`src/rtl/bcd_serial_addsub_ctrl.sv`:
```
// Digit-serial multi-digit BCD add/subtract sequencer, LSD-first.
// Optional: `BCD_SIGN_MAG_EN adds a FIX pass giving |A-B| plus a negative flag.
module bcd_serial_addsub_ctrl #(
    parameter int DIGITS = 4
) (
    input  logic              clk,
    input  logic              rst,
    input  logic              start,
    input  logic              sub,
    input  logic [4*DIGITS-1:0] a,
    input  logic [4*DIGITS-1:0] b,
    output logic              busy,
    output logic              done,
    output logic [4*DIGITS-1:0] result,
    output logic              carry_out,
    output logic              negative,
    output logic              err
);

    localparam int IW = (DIGITS > 1) ? $clog2(DIGITS) : 1;
    localparam logic [IW-1:0] LAST = IW'(DIGITS - 1);

    typedef enum logic [1:0] {
        S_IDLE = 2'd0,
        S_RUN  = 2'd1,
`ifdef BCD_SIGN_MAG_EN
        S_FIX  = 2'd2,
`endif
        S_DONE = 2'd3
    } state_t;

    state_t state_q, state_d;

    logic [DIGITS-1:0][3:0] a_q, b_q, res_q;
    logic [IW-1:0] idx_q;
    logic          sub_q, c_q, err_q, cout_q, done_q;
`ifdef BCD_SIGN_MAG_EN
    logic          neg_q;
`endif

    logic [3:0] op1, op2, r;
    logic [4:0] s, sm;
    logic       c_nxt, in_bad, last;

    assign last = (idx_q == LAST);

    // State register
    always_ff @(posedge clk) begin
        if (rst) state_q <= S_IDLE;
        else     state_q <= state_d;
    end

    // Next-state logic; a borrow with valid inputs detours through FIX
    always_comb begin
        state_d = state_q;
        unique case (state_q)
            S_IDLE: if (start) state_d = S_RUN;
            S_RUN: begin
                if (last) begin
`ifdef BCD_SIGN_MAG_EN
                    if (sub_q && !c_nxt && !err_q) state_d = S_FIX;
                    else                          state_d = S_DONE;
`else
                    state_d = S_DONE;
`endif
                end
            end
`ifdef BCD_SIGN_MAG_EN
            S_FIX: if (last) state_d = S_DONE;
`endif
            S_DONE: state_d = S_IDLE;
            default: state_d = S_IDLE;
        endcase
    end

    // Outputs: status, input digit check and the shared digit slice
    always_comb begin
        busy = (state_q == S_RUN);
`ifdef BCD_SIGN_MAG_EN
        busy = busy || (state_q == S_FIX);
`endif
        in_bad = 1'b0;
        for (int i = 0; i < DIGITS; i++) begin
            if (a[4*i +: 4] > 4'd9) in_bad = 1'b1;
            if (b[4*i +: 4] > 4'd9) in_bad = 1'b1;
        end
        op1 = a_q[idx_q];
        op2 = sub_q ? (4'd9 - b_q[idx_q]) : b_q[idx_q];
`ifdef BCD_SIGN_MAG_EN
        if (state_q == S_FIX) begin
            op1 = 4'd9 - res_q[idx_q];
            op2 = 4'd0;
        end
`endif
        s  = {1'b0, op1} + {1'b0, op2} + {4'd0, c_q};
        sm = s - 5'd10;
        if (s > 5'd9) begin
            r     = sm[3:0];
            c_nxt = 1'b1;
        end else begin
            r     = s[3:0];
            c_nxt = 1'b0;
        end
    end

    // Datapath: operand capture, digit write-back, flags and done pulse
    always_ff @(posedge clk) begin
        if (rst) begin
            a_q    <= '0;
            b_q    <= '0;
            res_q  <= '0;
            idx_q  <= '0;
            sub_q  <= 1'b0;
            c_q    <= 1'b0;
            err_q  <= 1'b0;
            cout_q <= 1'b0;
            done_q <= 1'b0;
`ifdef BCD_SIGN_MAG_EN
            neg_q  <= 1'b0;
`endif
        end else begin
            done_q <= (state_q == S_DONE);
            unique case (state_q)
                S_IDLE: begin
                    if (start) begin
                        a_q    <= a;
                        b_q    <= b;
                        sub_q  <= sub;
                        c_q    <= sub;
                        idx_q  <= '0;
                        err_q  <= in_bad;
                        cout_q <= 1'b0;
                        res_q  <= '0;
`ifdef BCD_SIGN_MAG_EN
                        neg_q  <= 1'b0;
`endif
                    end
                end
                S_RUN: begin
                    if (!err_q) res_q[idx_q] <= r;
                    if (last) begin
                        cout_q <= err_q ? 1'b0 : c_nxt;
                        c_q    <= 1'b1;
                        idx_q  <= '0;
                    end else begin
                        c_q   <= c_nxt;
                        idx_q <= idx_q + 1'b1;
                    end
                end
`ifdef BCD_SIGN_MAG_EN
                S_FIX: begin
                    res_q[idx_q] <= r;
                    c_q          <= c_nxt;
                    neg_q        <= 1'b1;
                    if (last) idx_q <= '0;
                    else      idx_q <= idx_q + 1'b1;
                end
`endif
                default: ;
            endcase
        end
    end

    assign done      = done_q;
    assign result    = res_q;
    assign carry_out = cout_q;
    assign err       = err_q;
`ifdef BCD_SIGN_MAG_EN
    assign negative  = neg_q;
`else
    assign negative  = 1'b0;
`endif

endmodule

```
`config.mk`:
```
export PLATFORM = sky130hd
export DESIGN_NAME = bcd_serial_addsub_ctrl
export DESIGN_NICKNAME = d
export VERILOG_FILES = /design/src/rtl/bcd_serial_addsub_ctrl.sv
export SDC_FILE = /design/constraint.sdc
export NUM_CORES = 1
export LEC_CHECK = 0
export CAP_MARGIN = 20
export CORE_ASPECT_RATIO = 1.1
export CORE_MARGIN = 2
export CORE_UTILIZATION = 40
export DETAILED_ROUTE_END_ITERATION = 16
export SETUP_SLACK_MARGIN = 0.4
export SLEW_MARGIN = 20
export SYNTH_ARGS = -nofsm -noshare
export SYNTH_HDL_FRONTEND = slang
export SYNTH_SLANG_ARGS = --single-unit
export TNS_END_PERCENT = 30
```
`constraint.sdc`:
```
create_clock -name clk -period 8.6 [get_ports clk]
set_clock_uncertainty 0.2 [all_clocks]
set_input_delay 1.72 -clock clk [delete_from_list [all_inputs] [get_ports clk]]
set_output_delay 1.72 -clock clk [all_outputs]
set_load 0.05 [all_outputs]
```
==> results of run 1 <==
==> metrics by stage <==
step                      util (%)  worst slack (ps)  hold slack, ps  cells
after floorplan                  -              4760             233    342
after CTS                     51.8              4190             256    478
after detailed placement      49.2              4210             247    462
final                         51.9              4220             253    478
after global routing          51.9              3910             272    478
after global placement        49.2              4290             237    462
==> synth_stat cells (3+ instances only) <==
master	number	area (sq um)
mux4_2	8	180
nand4_1	3	18.8
a21oi_1	49	245
or3_1	6	37.5
o32ai_1	3	26.3
nor3_1	8	40.0
a31oi_1	4	25.0
inv_1	13	48.8
nor2_1	24	90.1
ha_1	9	113
clkbuf_1	17	63.8
xnor2_1	3	26.3
nand2_2	3	18.8
o21ai_0	9	45.0
mux2i_1	3	30.0
nand2_1	76	285
nand2b_1	3	18.8
mux2_2	3	33.8
a21o_1	3	22.5
nand3b_1	5	37.5
dfxtp_1	57	1140
a22o_1	5	43.8
o31ai_1	4	30.0
==> power groups by stage <==
| stage | Combinational, mW | Clock [mW] | Sequential, mW |
|---|---|---|---|
| floorplan | 0.0889 | 0 | 0.296 |
| global placement | 0.137 | 0 | 0.293 |
| detailed placement | 0.137 | 0 | 0.293 |
| CTS | 0.137 | 0.232 | 0.287 |
| global route | 0.150 | 0.242 | 0.288 |
| finish | 0.137 | 0.227 | 0.287 |
==> routing by layer <==
| metal | vias to the layer above | routed length [um] | GRT usage, % |
|---|---|---|---|
| li1 | 1273 | - | - |
| met1 | 1151 | 2950 | 21.4 |
| met2 | 61 | 3330 | 31.5 |
| met3 | 9 | 286 | 4.28 |
| met4 | 0 | 124 | 8.06 |
| met5 | - | 0 | 0 |
==> final cells by class <==
type                       count  area, sq um
clock buffer                  10          138
clock inverter                 6         42.5
fill                         701         3330
inverter                      13         48.8
multi-input combinational    251         1560
sequential                    57         1140
tap                           85          106
timing repair buffer          56          556
==> sequential cells by signal, summed over array words and instances (netlist names) <==
| register | cells |
|---|---|
| sub_q | 1 |
| done | 1 |
| carry_out | 1 |
| c_q | 1 |
| state_q | 2 |
| result | 16 |
| idx_q | 2 |
| b_q | 16 |
| err | 1 |
| a_q | 16 |
==> logic make-up after synthesis <==
logic type | after synthesis | share of synthesized area (%)
xor gates and xnor gates | 3 | 0.927
and+or+nand+nor | 138 | 22.2
other | 1 | 0.132
muxes | 14 | 8.60
buffers and inverters | 34 | 4.94
AOI/OAI and AO/OA | 84 | 17.6
DFF | 57 | 40.2
adders and majority gates | 11 | 5.38
==> worst min-delay path: stages (launching register included) <==
cell	delay, ps
dfxtp_1	310
nand2_1	50
a21oi_1	50
==> worst max-delay path by stage <==
stage	depth (start not counted)	endpoint	startpoint
floorplan	12	result[10]$_SDFFE_PP0P_	idx_q[0]$_SDFFE_PP0P_
global placement	11	result[14]$_SDFFE_PP0P_	idx_q[0]$_SDFFE_PP0P_
detailed placement	11	result[2]$_SDFFE_PP0P_	idx_q[0]$_SDFFE_PP0P_
CTS	11	result[2]$_SDFFE_PP0P_	idx_q[0]$_SDFFE_PP0P_
global route	11	result[6]$_SDFFE_PP0P_	idx_q[0]$_SDFFE_PP0P_
finish	11	result[2]$_SDFFE_PP0P_	idx_q[0]$_SDFFE_PP0P_
==> layout by cell type, fill, tap and decap left out, types with 6 or more instances in the layout <==
| master | instances |
|---|---|
| inv_1 | 13 |
| ha_1 | 9 |
| nor2_1 | 24 |
| nand2_1 | 76 |
| clkbuf_8 | 10 |
| mux4_2 | 8 |
| nor3_1 | 8 |
| clkdlybuf4s50_1 | 54 |
| or3_1 | 6 |
| a21oi_1 | 49 |
| o21ai_0 | 9 |
| dfxtp_1 | 57 |
==> run summary, run 1 <==
Crit path required time: 8690 ps
Total power: 651 uW
Vias in the first global route: 2,388
Part of the cycle the worst path needs: 51.0%
Post_cts resized: 0
Worst reg-to-reg path cell count: 11
DRT Wirelength: 6.69 mm
First-pass GRT wire length: 11.1 mm
Clock transition at path regs: 70 ps
Crit path DAT: 4480 ps
Hold Crit Class: reg2reg
Initial antenna violation count: 0
Layout cells sized above 1: 9.67%
Max Slew Vio Count: 0
DRT Pass-1 Iters: 4
Root Buffer Master: clkbuf_8
R2R Path Start: idx_q[0]$_SDFFE_PP0P_
Final ANT Viol Nets: 0
Die Wd: 84.3 um
Maximum VDD drop: 0.0944 mV
Setup TNS Final: 0 ps
Mapped Cells: 342
Pint: 446 uW
CTS Buffer Depth: 2
Worst-Skew Late Latency: 350 ps
Netlist cell types: 43
Worst-Margin Slew: 655 ps
R2r setup slk: 4220 ps
Min-delay src: b_q[13]$_SDFFE_PP0P_
Nets: 435
Post-Syn Area per Cell: 8.29 sq um
Number of diodes: 0
CP delay by family, top: adder cells
PD cells: 181 mW/mm^2
Sequential power share: 44.0%
Startpoint Class: register
CP Cell Sequence: mux4_2 -> xnor2_1 -> fa_1 -> inv_1 -> fa_1 -> inv_1 -> ha_1 -> a22o_1 -> o31ai_2 -> mux2i_1 -> a22o_1
Hold depth: 2
Final setup vio count: 0
Die H: 92.3 um
# IOs: 57
PortBufs: 55
Sw Share: 31.4%
Rows: 32
Post-synth EDFFs: 0
Final Hold Vio Count: 0
Max_slew headroom: 56.3%
DR iter-0 viols: 72
GRT Total Usage: 18.2%
Slowest-stage cell, CP: dfxtp_1
Buf/Inv on CP: 2
RePlAce Congestion: 0.879
Worst reg2reg endpoint: result[2]$_SDFFE_PP0P_
Clk sinks: 57
Initial Util: 41.0%
CTS tree: done
Fin area: 0.00359 sq mm
RSZ-0062 raised after global routing: false
F_max: 0.228 GHz
Post-CTS setup buffers: 0
Routed length per instance: 14.0 um
Post-Synthesis Cell Area: 0.00284 sq mm
Type of the worst setup path: reg2reg
Layout area overhead: 26.7%
Static Leak: 1.30 nW
Placed Area: 0.00341 sq mm
Syn nets: 389
Yosys warnings: 0
HPWL Detailed: 4.90 mm
Hold Path End: b_q[13]$_SDFFE_PP0P_
Max-Cap Viols: 0
P_sw: 205 uW
CTS H-tree depth: 3
Outcome: finished, final reports clean
Clock Power Share: 34.9%
Ys async rst share: 0%
Yosys reg bits: 57
Combinational power share: 21.0%
Grt ovf: 0
Crit-path max cell delay: 730 ps
Largest net degree at the start of global routing: 63
Sequential element share of the synthesized area: 40.2%
Core area: 0.00693 sq mm
Post-route DRC violation count: 0
Critical path peak fanout: 13
Via count: 2,494
Synth Flop Type: dfxtp_1
DR vias/cell: 5.22
Crit path time final: 4380 ps
Crit. End Element: register
Hold Buf Count CTS: 0
TritonCTS Buffers: 9
Die area: 0.00778 sq mm
Note: power is estimated with default switching activity, not from simulation.
==> run 2: changes to the inputs <==
==> constraint.sdc (replaced) <==
create_clock -name clk -period 4.1 [get_ports clk]
set_clock_uncertainty 0.2 [all_clocks]
set_input_delay 0.82 -clock clk [delete_from_list [all_inputs] [get_ports clk]]
set_output_delay 0.82 -clock clk [all_outputs]
set_load 0.05 [all_outputs]
==> run summary, run 2 (synthesized netlist as in run 1, its figures left out) <==
Outcome: finished, final reports clean
Max-Cap Viols: 0
Utilization after layout: 53.8%
Routed length per instance: 14.3 um
Clk sinks: 57
Buf/Inv on CP: 1
Layout Cells excl Fill: 485
Rows: 32
Maximum VDD drop: 0.201 mV
Layout cells sized above 1: 13.8%
CTS tree: done
Max Slew Vio Count: 0
Hold Buf Count CTS: 0
Worst-Margin Slew: 722 ps
Root Buffer Master: clkbuf_8
CTS Buffer Depth: 2
Fillcell total: 699
Core area: 0.00693 sq mm
Setup TNS Final: 0 ps
Via count: 2,524
Initial Util: 41.0%
CP Cell Sequence: mux4_2 -> inv_1 -> ha_1 -> nand2_1 -> o21ai_0 -> ha_1 -> xnor2_2 -> ha_2 -> a22o_4 -> o31ai_4 -> mux2i_4 -> a22o_1
Min-delay src: b_q[3]$_SDFFE_PP0P_
PD cells: 392 mW/mm^2
Startpoint Class: register
RSZ-0062 raised after global routing: false
Crit path time final: 3570 ps
Clock transition at path regs: 60 ps
R2r setup slk: 530 ps
Cells after DPL: 467
DR iter-0 viols: 70
DR vias/cell: 5.20
Post-route DRC violation count: 0
CP most frequent cell: ha_1
Hold Crit Class: reg2reg
# IOs: 57
RePlAce Congestion: 0.840
Die H: 92.3 um
Nets: 443
DRT Wirelength: 6.94 mm
Crit path DAT: 3660 ps
Critical Path Start: idx_q[0]$_SDFFE_PP0P_
Static Leak: 1.36 nW
Final ANT Viol Nets: 0
Crit-path max cell delay: 510 ps
Sequential power share: 41.1%
Largest net degree at the start of global routing: 40
Clock Power Share: 35.7%
DRT Pass-1 Iters: 5
Die Wd: 84.3 um
CP delay by family, top: multiplexers
TritonCTS Buffers: 9
Grt ovf: 0
Most common cell after layout, fill and taps aside: nand2_1
R2R Path Start: idx_q[0]$_SDFFE_PP0P_
Hold depth: 2
First-pass GRT wire length: 11.4 mm
Layout area overhead: 31.4%
Final setup vio count: 0
Vias in the first global route: 2,371
Worst reg2reg endpoint: result[2]$_SDFFE_PP0P_
Pint: 1.03 mW
Crit. End Element: register
Die area: 0.00778 sq mm
Worst reg-to-reg path cell count: 12
CTS H-tree depth: 3
Final Hold Vio Count: 0
Worst-Skew Late Latency: 350 ps
PortBufs: 55
Max_slew headroom: 51.9%
Type of the worst setup path: reg2reg
Number of diodes: 0
Part of the cycle the worst path needs: 87.1%
Slowest-stage cell, CP: mux4_2
GRT Total Usage: 18.7%
Initial antenna violation count: 0
Commonest cells after routing, fill and taps aside: nand2_1, dfxtp_1, clkdlybuf4s50_1
Combinational power share: 23.2%
F_max: 0.280 GHz
HPWL Detailed: 5.17 mm
P_sw: 435 uW
Critical path peak fanout: 8
Crit path required time: 4190 ps
Hold Path End: b_q[3]$_SDFFE_PP0P_
Sw Share: 29.8%
==> run 2: per-stage QoR <==
step                      hold WS (ps)  setup slack, ps  cell area (sq um)  power (mW)
final                              253              530               3730        1.46
after global routing               273              397               3730        1.53
after CTS                          256              430               3660        1.45
after detailed placement           246              199               3450       0.914
after global placement             241              303               3450       0.911
after floorplan                    233              466               2840       0.808
==> run 2: how the worst max path moves through the flow <==
| stage | slack [ps] | endpoint | cells after the start |
|---|---|---|---|
| detailed placement | 200 | result[2]$_SDFFE_PP0P_ | 11 |
| floorplan | 470 | result[10]$_SDFFE_PP0P_ | 12 |
| CTS | 430 | result[2]$_SDFFE_PP0P_ | 11 |
| finish | 530 | result[2]$_SDFFE_PP0P_ | 12 |
| global placement | 300 | result[14]$_SDFFE_PP0P_ | 11 |
| global route | 400 | result[10]$_SDFFE_PP0P_ | 12 |
==> run 2: worst reg2reg max path, stage by stage, from the launching register on <==
cell     delay, ps
dfxtp_4        410
mux4_2         510
inv_1          100
ha_1           230
nand2_1         60
o21ai_0         80
ha_1           380
xnor2_2        200
ha_2           230
a22o_4         280
o31ai_4        340
mux2i_4        340
a22o_1         150
==> run 2: timing repair <==
item	CTS	global route
setup endpoints to repair	12	13
pin swaps	0	3
resized for setup	4	10
setup buffers	0	3
==> run 2: area by class of cell <==
type,count,area (sq um),area share (%)
multi-input combinational,251,1620,43.4
sequential,57,1150,30.8
timing repair buffer,64,613,16.5
clock buffer,10,138,3.69
tap,85,106,2.85
clock inverter,5,56.3,1.51
inverter,13,48.8,1.31
==> run 2: layer usage <==
| layer | up-vias | GRT usage, % | routed length, um |
|---|---|---|---|
| li1 | 1291 | - | - |
| met1 | 1164 | 22.1 | 3110 |
| met2 | 60 | 32.6 | 3410 |
| met3 | 9 | 5.70 | 333 |
| met4 | 0 | 5.65 | 84 |
| met5 | - | 0 | 0 |
==> run 2: power groups by stage <==
stage,Sequential [mW],Combinational [mW],Clock (mW)
global placement,0.614,0.297,0
CTS,0.602,0.309,0.536
global route,0.605,0.368,0.559
floorplan,0.621,0.187,0
detailed placement,0.614,0.300,0
finish,0.601,0.339,0.521
==> edit 1: new RTL, config.mk and constraints of run 1 <==
The parameter `DIGITS` goes from 4 to 8.
--- a/src/rtl/bcd_serial_addsub_ctrl.sv
+++ b/src/rtl/bcd_serial_addsub_ctrl.sv
@@ -2,5 +2,5 @@
 // Optional: `BCD_SIGN_MAG_EN adds a FIX pass giving |A-B| plus a negative flag.
 module bcd_serial_addsub_ctrl #(
-    parameter int DIGITS = 4
+    parameter int DIGITS = 8
 ) (
     input  logic              clk,
Ports: changed (resized a, b and result); port bits go from 57 to 105. No check against the original RTL was run, so the function may have changed too.
==> edit 1 against run 1 <==
- critical endpoint is now result[30]
- design area is 76% higher
- area after synthesis up 73%
- sequential cell count is 49 higher
- setup slack worse by 0.28 ns
- power increased by 82%
- worst hold slack barely moved
- wire length up 98%
==> edit 1: results (changes against run 1) <==
[setup_path]
r2r_slack_ns = 3.94  ; was 4.22 ns
path_max_fanout = 19  ; was 13
reg2reg_to = result[30]  ; was result[2]
slowest_stage = dfxtp_1  ; unchanged
cp_top_family = adder cells  ; unchanged
reg2reg_from = idx_q[0]  ; unchanged
cp_slowest_stage_delay_ns = 0.78  ; was 0.73 ns
reg2reg_depth = 13  ; was 11
cp.arrival_ns = 4.76  ; was 4.48 ns

[min_path]
min_path_type = reg -> reg  ; unchanged
worstHoldStart = result[31]  ; was b_q[13]
worstHoldEndpoint = result[31]  ; was b_q[13]
whs_path_depth = 2  ; unchanged

[yosys]
ys_warn_count = 0  ; unchanged
synth-main-ff-cell = dfxtp_1  ; unchanged
async_flop_share = 0  ; unchanged
synth-seq-area-share = 0.432  ; was 0.402
synth_cell_types = 55  ; was 43
syn-num-nets = 676  ; was 389
yosys-top-cells-count = 164 x nand2_1, 106 x dfxtp_1, 91 x a21oi_1  ; was 76 x nand2_1, 57 x dfxtp_1, 49 x a21oi_1
yosys-top-cells-area = dfxtp_1 43%, nand2_1 13%, a21oi_1 9.3%  ; was dfxtp_1 40%, nand2_1 10%, a21oi_1 8.6%

[finish]
finish.net_count = 754  ; was 435
layout-drive-gt1-share = 0.0748  ; was 0.0967
n_antenna_cell = 0  ; unchanged
fillers = 1184  ; was 701

[clock_tree]
cts_resized = 0  ; unchanged
cts_buffers = 9  ; unchanged
clk_pin_slew_ns = 0.07  ; about the same
cts_buffer_depth = 2  ; unchanged
htree_levels = 3  ; unchanged
cts-root-buf = clkbuf_16  ; was clkbuf_8
insertion_delay_ns = 0.35  ; about the same
post_cts_buffers = 0  ; unchanged

[grt]
grt_max_degree = 111  ; was 63
antenna_found_initial = 0  ; unchanged
grt_pass1_vias = 4229  ; was 2388
grtUsageTotal = 0.204  ; was 0.182
grt_pass1_wl_um = 20900  ; was 11100 um

[power]
irDropWorstVdd_v = 0.0000785  ; was 0.0000944 V
intPower_mw = 0.841  ; was 0.446 mW
p_leak_nw = 2.33  ; was 1.30 nW

[sta]
final-hold-violation-count = 0  ; unchanged
slew_headroom = 0.286  ; was 0.563

[placement]
gp_congestion = 0.825  ; was 0.879
dp_hpwl_um = 9410  ; was 4900 um
port_buffers = 103  ; was 55

[drt]
firstDrtPassIters = 4  ; unchanged
drtIter0Drc = 242  ; was 72
via_count = 4496  ; was 2494
wirelength_um = 13200  ; was 6690 um

[status]
status = finished, final reports clean  ; unchanged

-- edit 1: cell count changes in the layout (fill, tap and decap cells not counted), sizes merged, moves of 6 or more --
cell           delta
nand2            +85
and3              +6
nand3             +9
o21ai            +17
a21oi            +43
clkdlybuf4s50    +48
o21bai            +8
a22oi            +15
dfxtp            +49
inv               -8
-- edit 1: worst register-to-register path, cell delays in order (launching register included) --
cell and delay (ns):
dfxtp_1 0.78, buf_4 0.36, nor2_1 0.07, o21ai_0 0.16, o211ai_1 0.14, fa_1 0.47
fa_1 0.63, inv_1 0.12, ha_1 0.23, nor2b_1 0.15, a31o_4 0.23, o31ai_4 0.32
mux2i_2 0.54, a22o_1 0.22
-- edit 1: layer usage --
metal	vias to the layer above	share of wire	GRT usage
met3	15	0.036	0.0232
li1	2239	-	-
met2	111	0.49	0.341
met5	-	0	0
met1	2131	0.45	0.264
met4	0	0.020	0.0862
-- edit 1: cell type report --
type | instances | share of cell area
clock buffer | 11 | 0.0369
clock inverter | 5 | 0.00873
inverter | 6 | 0.00357
multi-input combinational | 446 | 0.414
sequential | 106 | 0.336
tap | 154 | 0.0305
timing repair buffer | 108 | 0.170
-- edit 1: cells by family after synthesis --
| kind of cell | share of synthesized area |
|---|---|
| buffers and inverters | 0.0372 |
| adders and majority gates | 0.0260 |
| DFF | 0.432 |
| xor gates and xnor gates | 0.00688 |
| AOI/OAI and AO/OA | 0.216 |
| other | 0.000764 |
| and+or+nand+nor | 0.212 |
| muxes | 0.0683 |
-- edit 1: how the worst max path moves through the flow --
stage          startpoint         end  slack [ns]
2_1_floorplan    idx_q[0]  result[30]        4.38
3_3_place_gp     idx_q[0]  result[30]        4.08
3_5_place_dp     idx_q[0]  result[30]        3.91
4_1_cts          idx_q[0]  result[30]        3.90
5_1_grt          idx_q[0]  result[30]        3.58
6_report         idx_q[0]  result[30]        3.94
-- edit 1: stage by stage --
stage,hold WS [ns],cell area (um2),util,instances
after floorplan,0.232,4910,-,599
after global placement,0.236,6020,0.502,820
after detailed placement,0.244,6020,0.502,820
after CTS,0.257,6300,0.526,836
after global routing,0.276,6310,0.526,836
final,0.253,6310,0.526,836
-- edit 1: power by group through the flow --
stage | registers [mW] | clock network, mW | logic, mW
final | 0.529 | 0.402 | 0.250
after global routing | 0.532 | 0.429 | 0.273
after CTS | 0.530 | 0.412 | 0.251
after detailed placement | 0.541 | 0 | 0.250
after global placement | 0.541 | 0 | 0.244
after floorplan | 0.543 | 0 | 0.161
==> edit 2: new RTL, flow settings as in run 1 <==
Without the edit above. Put one more register stage on the output `result`, with the module's reset. The value now appears one clock later. The other outputs are not delayed to match.
--- a/src/rtl/bcd_serial_addsub_ctrl.sv
+++ b/src/rtl/bcd_serial_addsub_ctrl.sv
@@ -163,5 +163,11 @@
 
     assign done      = done_q;
-    assign result    = res_q;
+    always_ff @(posedge clk) begin
+        if (rst) begin
+            result <= '0;
+        end else begin
+            result <= res_q;
+        end
+    end
     assign carry_out = cout_q;
     assign err       = err_q;
Formal check against the unedited RTL: not equivalent (a bounded check fails within 4 cycles, from zero or initial values and one cycle with rst high).
==> edit 2 against run 1 <==
- power increased by 22%
- sequential cell count increased by 16
- fmax increased by 5.8%
- design area increased by 8.6%
- area after synthesis increased by 8.6%
- setup slack better by 0.24 ns
- count of clock-buffer cells in the layout shrank 1
- wire length increased by 1.0%
- critical path type unchanged
- first-iteration DRC count increased by 88%
- combinational power fell by 4%
- largest power group unchanged
==> edit 2: results (changes against run 1) <==
[yosys]
synth-seq-area-share = 0.475  ; was 0.402
synth.area.mux_share = 0.0585  ; was 0.0860
synth-xor-area-share = 0.0114  ; was 0.00926
yosys-top-cells-count = 94 x nand2_1, 73 x dfxtp_1, 45 x a21oi_1  ; was 76 x nand2_1, 57 x dfxtp_1, 49 x a21oi_1
synth_cell_types = 39  ; was 43
synth_area_per_cell_um2 = 8.82  ; was 8.29 um2
syn-num-nets = 396  ; was 389

[drt]
drtIter0Drc = 135  ; was 72
wire_per_inst_um = 13.4  ; was 14.0 um
wirelength_um = 6750  ; was 6690 um

[grt]
grt_pass1_wl_um = 11000  ; was 11100 um
grtUsageTotal = 0.174  ; was 0.182

[finish]
finish.net_count = 442  ; was 435
layout-drive-gt1-share = 0.0875  ; was 0.0967

[setup_path]
reg2reg_depth = 12  ; was 11
cp_slowest_stage_delay_ns = 0.77  ; was 0.73 ns
crit_path_end = res_q[9]  ; was result[2]
r2r_slack_ns = 4.46  ; was 4.22 ns
reg2reg_to = res_q[9]  ; was result[2]
cp.arrival_ns = 4.17  ; was 4.48 ns

[min_path]
worstHoldStart = res_q[12]  ; was b_q[13]

[placement]
dp_hpwl_um = 4910  ; was 4900 um
place_inst = 489  ; was 462
gp_congestion = 0.803  ; was 0.879

[status]
status = finished, final reports clean  ; unchanged

[power]
p_leak_nw = 1.45  ; was 1.30 nW
irDropWorstVdd_v = 0.0000801  ; was 0.0000944 V

edit 2: cell count changes after synthesis, sizes merged, moves of 10 or more:
cell / delta
nor2b: +15
nor2: -17
dfxtp: +16
nand2: +15
o21ai: +10
edit 2: how the worst min path moves through the flow:
| stage | cells after the start | endpoint |
|---|---|---|
| after floorplan | 2 | res_q[12] |
| after global placement | 2 | res_q[0] |
| after detailed placement | 2 | res_q[12] |
| after CTS | 2 | res_q[12] |
| after global routing | 1 | result[1] |
| final | 2 | res_q[12] |
edit 2: logic make-up (layout without fill, tap and decap cells):
group           count (synthesis)  in the layout
compound gates                 81             81
simple gates                  139            139
xor+xnor                        4              4
other cells                     1              1
buf+inv                        32             83
flops                          73             73
mux                             8              8
fa+ha+maj                      11             11
edit 2: critical path: cells and delay by family (launching register included):
| kind | cells | cell delay (ns) |
|---|---|---|
| buf+inv | 1 | 0.05 |
| mux | 1 | 0.60 |
| xor+xnor | 3 | 0.73 |
| compound gates | 3 | 0.75 |
| flops | 1 | 0.77 |
| fa+ha+maj | 3 | 0.84 |
| simple gates | 1 | 0.08 |
edit 2: where the power goes:
part           total (mW)  internal, mW  switching (mW)  leakage, nW
Combinational       0.132        0.0592          0.0731        0.743
Clock               0.299         0.166           0.134        0.111
Sequential          0.361         0.351         0.00965        0.594
Total               0.793         0.576           0.216         1.45
edit 2: final cells by class:
cell class | count | area [um2] | share of cell area
Multi-Input combinational cell | 244 | 1490 | 0.382
Clock buffer | 9 | 124 | 0.0317
Sequential cell | 73 | 1460 | 0.374
Tap cell | 105 | 131 | 0.0337
Inverter | 11 | 41.3 | 0.0106
Timing Repair Buffer | 56 | 556 | 0.142
Clock inverter | 7 | 98.8 | 0.0253
edit 2: routing by layer:
layer / routed length, um / GRT usage / vias up / share of wire
li1: - / - / 1269 / -
met3: 309 / 0.0403 / 10 / 0.046
met5: 0 / 0 / - / 0
met1: 2940 / 0.208 / 1139 / 0.44
met2: 3400 / 0.300 / 68 / 0.50
met4: 97 / 0.0692 / 0 / 0.014
edit 2: per-stage QoR:
stage               cell area [um2]  setup WS [ns]  utilization  total power, mW  hold WS (ns)
floorplan                      3080           4.98            -            0.459         0.227
finish                         3900           4.46        0.522            0.793         0.248
detailed placement             3680           4.43        0.492            0.502         0.240
global placement               3680           4.54        0.492            0.500         0.237
global route                   3900           4.05        0.522            0.831         0.270
CTS                            3900           4.40        0.522            0.799         0.251
